**src/rtl/piso_shift_serializer.sv**
```systemverilog
`default_nettype none
// ============================================================================
//  Module   : piso_shift_serializer
//  Function : parallel-in / serial-out transmitter with per-bit valid and
//             frame markers; frames may be loaded back-to-back with zero gap.
//  Revision : 1.0
// ============================================================================
module piso_shift_serializer #(
  parameter int WIDTH     = 4,
  parameter bit MSB_FIRST = 1'b1
) (
  input  logic             clk,
  input  logic             reset,
  input  logic [WIDTH-1:0] parallel_in,
  input  logic             load_valid,
  output logic             load_ready,
  output logic             serial_out,
  output logic             serial_valid,
  output logic             frame_start,
  output logic             frame_last
);

  localparam int CNT_W = $clog2(WIDTH);

  localparam logic [CNT_W-1:0] c_LAST_IDX = CNT_W'(WIDTH - 1);
  localparam logic [CNT_W-1:0] c_ZERO     = '0;
  localparam logic [CNT_W-1:0] c_ONE      = CNT_W'(1);

  localparam logic [0:0] c_S_IDLE  = 1'b0;
  localparam logic [0:0] c_S_SHIFT = 1'b1;

  logic [0:0]       r_state;
  logic [WIDTH-1:0] r_shift;
  logic [CNT_W-1:0] r_cnt;

  logic             w_in_shift;
  logic             w_cnt_zero;
  logic             w_ready_state;
  logic             w_accept;
  logic             w_bit;
  logic [WIDTH-1:0] w_shifted;

  assign w_in_shift    = (r_state == c_S_SHIFT);
  assign w_cnt_zero    = (r_cnt == c_ZERO);
  assign w_ready_state = (r_state == c_S_IDLE) || (w_in_shift && w_cnt_zero);
  assign w_accept      = load_valid && w_ready_state && !reset;

  // The output end of the register is fixed by bit order; zero fill behind it.
  generate
    if (MSB_FIRST) begin : g_msb_first
      assign w_bit     = r_shift[WIDTH-1];
      assign w_shifted = {r_shift[WIDTH-2:0], 1'b0};
    end else begin : g_lsb_first
      assign w_bit     = r_shift[0];
      assign w_shifted = {1'b0, r_shift[WIDTH-1:1]};
    end
  endgenerate

  always_ff @(posedge clk) begin
    if (reset) begin
      r_state <= c_S_IDLE;
      r_shift <= '0;
      r_cnt   <= c_ZERO;
    end else if (w_accept) begin
      r_state <= c_S_SHIFT;
      r_shift <= parallel_in;
      r_cnt   <= c_LAST_IDX;
    end else if (w_in_shift) begin
      if (!w_cnt_zero) begin
        r_shift <= w_shifted;
        r_cnt   <= r_cnt - c_ONE;
      end else begin
        // Clearing here keeps serial_out at 0 for the whole idle period.
        r_state <= c_S_IDLE;
        r_shift <= '0;
      end
    end
  end

  assign load_ready   = w_ready_state && !reset;
  assign serial_valid = w_in_shift;
  assign serial_out   = w_bit && w_in_shift;
  assign frame_start  = w_in_shift && (r_cnt == c_LAST_IDX);
  assign frame_last   = w_in_shift && w_cnt_zero;

endmodule
`default_nettype wire

```
**config.mk**
```make
export PLATFORM = sky130hd
export DESIGN_NAME = piso_shift_serializer
export DESIGN_NICKNAME = d
export VERILOG_FILES = /design/src/rtl/piso_shift_serializer.sv
export SDC_FILE = /design/constraint.sdc
export NUM_CORES = 1
export LEC_CHECK = 0
export CAP_MARGIN = 20
export CORE_AREA = 2 2 39 41
export CTS_BUF_LIST = sky130_fd_sc_hd__clkbuf_8
export DETAILED_ROUTE_END_ITERATION = 8
export DIE_AREA = 0 0 41 43
export REMOVE_ABC_BUFFERS = 1
export SLEW_MARGIN = 0
export SYNTH_ARGS = -nofsm -noshare
export SYNTH_HDL_FRONTEND = slang
export SYNTH_SLANG_ARGS = --single-unit
```
**constraint.sdc**
```tcl
create_clock -name clk -period 2.1 [get_ports clk]
set_input_delay 0.63 -clock clk [delete_from_list [all_inputs] [get_ports clk]]
set_output_delay 0.63 -clock clk [all_outputs]
set_load 0.005 [all_outputs]
```
==> metrics.cfg, run 1 <==
[cts]
clock_path_buffers = 2
cts_htree_levels = 1
cts_root_buffer = clkbuf_8
clk_pin_slew_ps = 40
cts_sinks = 7
cts_resized = 1
postCtsHoldBufs = 0
postCtsSetupBuffers = 0
numCtsBuffers = 3
insertion_delay_ps = 230
cts_tree = built

[global_route]
grt_pass1_wl_mm = 1.24
grt.overflow.total = 0
grt_max_degree = 9
grt_pass1_vias = 290
grt_usage_pct = 11.4
antenna_found_initial = 0

[pwr]
power_w = 0.000398
p_int_w = 0.000306
vdd_drop_max_mv = 0.396
pwr-share-clk_pct = 45.8
netSwitchingPower_w = 0.0000919
p_leak_nw = 0.208
power_frac_seq_pct = 38.2
power_density_nw_per_um2 = 765
swShare_pct = 23.1
p_comb_share_pct = 16.0

[yosys]
synth_warnings = 0
avgSynthCellArea_sq_um = 8.66
synth_edf_count = 0
synth_area_sq_um = 347
synth_common_cells = dfxtp_1, nor2_1, a32oi_1, o21ai_0
synth_top_area_share_pct = 40.4
synth_flop_cell = dfxtp_1
syn-instance-count = 40
ys_types = 16
ys_top_cells_by_area = dfxtp_1, a32oi_1, ha_1
ys_seq_area_share_pct = 40.4
ys_ff_latch = 7
synth_top_area_cell = dfxtp_1
synth_most_common_cell = dfxtp_1
async_reset_ff_share_pct = 0

[worst_setup_path]
slowest_stage = clkdlybuf4s50_1
critPathBufInv = 2
critPathMaxStageDelay_ps = 480
path_class = in -> out
crit_chain = clkdlybuf4s50_1, nor2_1, dlygate4sd2_1
arrival_ps = 1410
critPathMaxFanout = 2
required_ps = 1470
crit_start = reset
crit_family = buffers and inverters
startpoint_type = primary input
critPathCaptureType = output port
rr_startpoint = r_cnt[1]

[place]
gp_congestion = 0.707
hpwl_um = 518
port_buffers = 11

[hold_path]
hp-class = reg -> reg
worstHoldStart = r_shift[1]

[sta]
drv_slew = 0
fin_tns_setup_ps = 0
finalCritPeriodShare_pct = 97.2
hold_viol = 0
whs_ps = 471
skew_ps = 0.500
fmax_mhz = 490
slew_headroom_pct = 78.5
rsz0062_at_grt = false
finalCriticalPeriod_ps = 2040
worst_pin_slew_ps = 320
setup_viol = 0

[final_layout]
nets = 64
fillers = 147
finish.utilization_pct = 37.6
seq_area_sq_um = 140
multi_input_area_sq_um = 180
n_antenna_cell = 0
area_growth_syn_to_layout_pct = 50.2
drive_gt1_share_pct = 16.7

[routing]
ant_nets = 0
dr.first_iter.drc_count = 2
drc = 0
drt-total-wl_um = 720
dr.pass1.iters = 3
vias = 322
wl_per_cell_um = 10.3
viasPerCell = 4.60

[die]
dieWidth_um = 41
rows = 14
core_sq_um = 1380
boundaryPins = 12
die_area_sq_um = 1760
die_height_um = 43
start_util_pct = 25.0

[flow_run]
drv_cap = 0

[status]
status = completed

state kept, by name, summed over array words and instances, names as in the netlist:
| name | cells |
|---|---|
| r_cnt | 2 |
| r_shift | 4 |
| serial_valid | 1 |
layer usage:
layer / share of wire (%) / global-route usage, % / wire length, um
met1: 48 / 14.3 / 345
met2: 43 / 13.1 / 313
met3: 2.8 / 3.14 / 20
met4: 5.7 / 14.0 / 41
met5: 0 / 0 / 0
worst register-to-register path: stages, from the launching register on:
cell	delay, ps
dfxtp_1	350
inv_1	60
ha_2	170
nor2b_1	150
buf_4	170
nor3_2	50
a211oi_2	180
stage by stage:
| step | cell area, sq um | worst slack, ps | std cells |
|---|---|---|---|
| after floorplan | 329 | 466 | 37 |
| after global placement | 474 | -175 | 66 |
| after detailed placement | 474 | -187 | 66 |
| after CTS | 518 | 55.2 | 70 |
| after global routing | 520 | 22.2 | 70 |
| final | 520 | 58.4 | 70 |
final cells by class:
type | count | area share (%)
multi-input cells | 27 | 34.6
flip-flops and latches | 7 | 26.9
repair buffers | 13 | 23.8
clock buffers | 3 | 7.93
well taps | 16 | 3.85
inverters | 3 | 2.16
clock inverters | 1 | 0.721
worst paths after layout:
| kind | endpoint | slack [ps] | cells past startpoint |
|---|---|---|---|
| setup reg to reg | r_cnt[1] | 890 | 6 |
| hold / removal | r_shift[1] | 470 | 2 |
| setup / recovery | load_ready | 60 | 3 |
| hold reg to reg | r_shift[1] | 470 | 2 |
layout by cell type, fill, tap and decap left out:
master            n
a21oi_1           1
ha_2              1
clkdlybuf4s50_1  10
buf_4             2
nand3_1           3
ha_1              1
inv_1             3
a32oi_1           4
nand2b_1          1
clkbuf_8          3
and2_1            3
inv_2             1
a211oi_2          1
nor2b_1           1
nor3_2            1
dfxtp_1           7
o21ai_0           4
dlygate4sd2_1     1
nor3_1            1
nor2_1            5
power by group through the flow:
stage	Clock (W)	Combinational [W]	Sequential (W)
3_5_place_dp	0	0.0000637	0.000154
4_1_cts	0.000187	0.0000630	0.000152
6_report	0.000182	0.0000636	0.000152
5_1_grt	0.000192	0.0000720	0.000153
2_1_floorplan	0	0.0000298	0.000152
3_3_place_gp	0	0.0000637	0.000154
logic make-up after synthesis:
| family | count (synthesis) | synth area share, % |
|---|---|---|
| AND/OR/NAND/NOR | 15 | 23.1 |
| AO/OA/AOI/OAI | 10 | 20.9 |
| flip-flops | 7 | 40.4 |
| buffers and inverters | 6 | 8.30 |
| adder cells (fa/ha/maj) | 2 | 7.22 |
No activity file was read; power rests on OpenSTA's default activity.
==> inputs of run 2 (changes only) <==
PLACE_DENSITY = 0.62   (was not set)
==> run 2 against run 1 <==
Die area unchanged. Critical path depth unchanged. Global-route usage grew 0.46 points. Worst hold slack got worse by 7.0 ps. First-iteration DRC count stayed put. Non-clock buffer count unchanged. Combinational power barely moved. Total power rose by 0.63%. Critical path type unchanged. Largest cell class unchanged.
==> metrics.cfg, run 2 (synthesized netlist as in run 1, its figures left out) <==
[cts]
postCtsSetupBuffers = 0
cts_htree_levels = 1
postCtsHoldBufs = 0
cts_tree = built
cts_root_buffer = clkbuf_8
cts_sinks = 7
numCtsBuffers = 3
clock_path_buffers = 2
clk_pin_slew_ps = 40
insertion_delay_ps = 230

[global_route]
gr-usage-met2_pct = 15.3
grt_busiest_layer = met2
grt_usage_pct = 11.8
grt.overflow.total = 0
grt_max_degree = 9
antenna_found_initial = 0
grt_pass1_vias = 319
met3_usage_pct = 4.71
grtUsageMet1_pct = 13.5
grt_pass1_wl_mm = 1.32

[final_layout]
final_cell_mix = clkdlybuf4s50_1, dfxtp_1, nor2_1
top_register = r_shift
finish.utilization_pct = 37.8
area_growth_syn_to_layout_pct = 50.9
final_common_cell = clkdlybuf4s50_1
seq_area_sq_um = 140
fillers = 147
multi_input_area_sq_um = 180
n_antenna_cell = 0
drive_gt1_share_pct = 14.8
largest_reg_flops = 4
nets = 64

[worst_setup_path]
slowest_stage = clkdlybuf4s50_1
rr_startpoint = r_cnt[1]
path_class = in -> out
reg2reg_slack_ps = 860
critPathBufInv = 2
startpoint_type = primary input
required_ps = 1470
r2r_end = r_shift[2]
rr_worst_depth = 6
critPathCaptureType = output port
crit_family = buffers and inverters
critPathMaxFanout = 2
crit_chain = clkdlybuf4s50_1, nor2_1, dlygate4sd2_1
arrival_ps = 1410
crit_start = reset
critPathMaxStageDelay_ps = 480

[hold_path]
min_to = r_shift[1]
worstHoldStart = r_shift[1]
holdPathStages = 2
hp-class = reg -> reg

[die]
boundaryPins = 12
die_area_sq_um = 1760
die_height_um = 43
start_util_pct = 25.0
dieWidth_um = 41
rows = 14
core_sq_um = 1380

[sta]
fin_ws_ps = 57.5
finalCritPeriodShare_pct = 97.3
finalCriticalPeriod_ps = 2040
setup_viol = 0
worst_pin_slew_ps = 335
fmax_mhz = 490
drv_slew = 0
skew_ps = 3.46
slew_headroom_pct = 77.5
hold_viol = 0
rsz0062_at_grt = false

[place]
place_ws_ps = -192
port_buffers = 11
hpwl_um = 530
gp_congestion = 0.716

[routing]
vias = 345
viasPerCell = 4.93
drc = 0
drt-total-wl_um = 780
ant_nets = 0
dr.pass1.iters = 4
wl_per_cell_um = 11.1
dr.first_iter.drc_count = 2

[flow_run]
drv_cap = 0

[status]
status = completed

[pwr]
power_density_nw_per_um2 = 766
p_leak_nw = 0.225
vdd_drop_max_mv = 0.392

## run 2: layer usage
layer / share of wire (%) / wire [um] / vias up
met1: 43 / 338 / 166
met2: 49 / 386 / 9
met4: 2.9 / 23 / 0
met3: 4.0 / 31 / 2
met5: 0 / 0 / -
li1: - / - / 168
## run 2: final cells by class
| class | instances | area share, % |
|---|---|---|
| clock buffers | 3 | 7.89 |
| clock inverters | 1 | 0.718 |
| inverters | 3 | 2.15 |
| multi-input cells | 27 | 34.4 |
| flip-flops and latches | 7 | 26.8 |
| well taps | 16 | 3.83 |
| repair buffers | 13 | 24.2 |
## run 2: how the worst max path moves through the flow
| stage | end | slack [ps] | cells after the start |
|---|---|---|---|
| after floorplan | load_ready | 470 | 4 |
| after global placement | load_ready | -180 | 3 |
| after detailed placement | load_ready | -190 | 3 |
| after CTS | frame_last | 50 | 4 |
| after global routing | load_ready | 10 | 3 |
| final | load_ready | 60 | 3 |
## run 2: worst min-delay path: cells and delay by family, from the launching register on
family,cells,cell delay [ps]
flip-flops,1,320
AO/OA/AOI/OAI,2,110
## run 2: what timing repair did
| item | in CTS | in global routing |
|---|---|---|
| hold endpoints to repair | 0 | 0 |
| endpoints found under the setup margin | 1 | 1 |
| pin swaps | 0 | 1 |
| gates resized for setup | 1 | 2 |
## run 2: power breakdown
part           internal [W]  switching, W
clock              0.000126     0.0000580
combinational     0.0000356     0.0000282
sequential         0.000144    0.00000848
## run 2: through the flow
stage	power (W)	hold slack (ps)	instances	cell area, sq um	TNS (ps)
CTS	0.000406	470	70	518	0
finish	0.000401	464	70	523	0
global placement	0.000218	454	66	474	-177
detailed placement	0.000218	462	66	474	-192
floorplan	0.000182	428	37	329	0
global route	0.000421	496	70	523	0
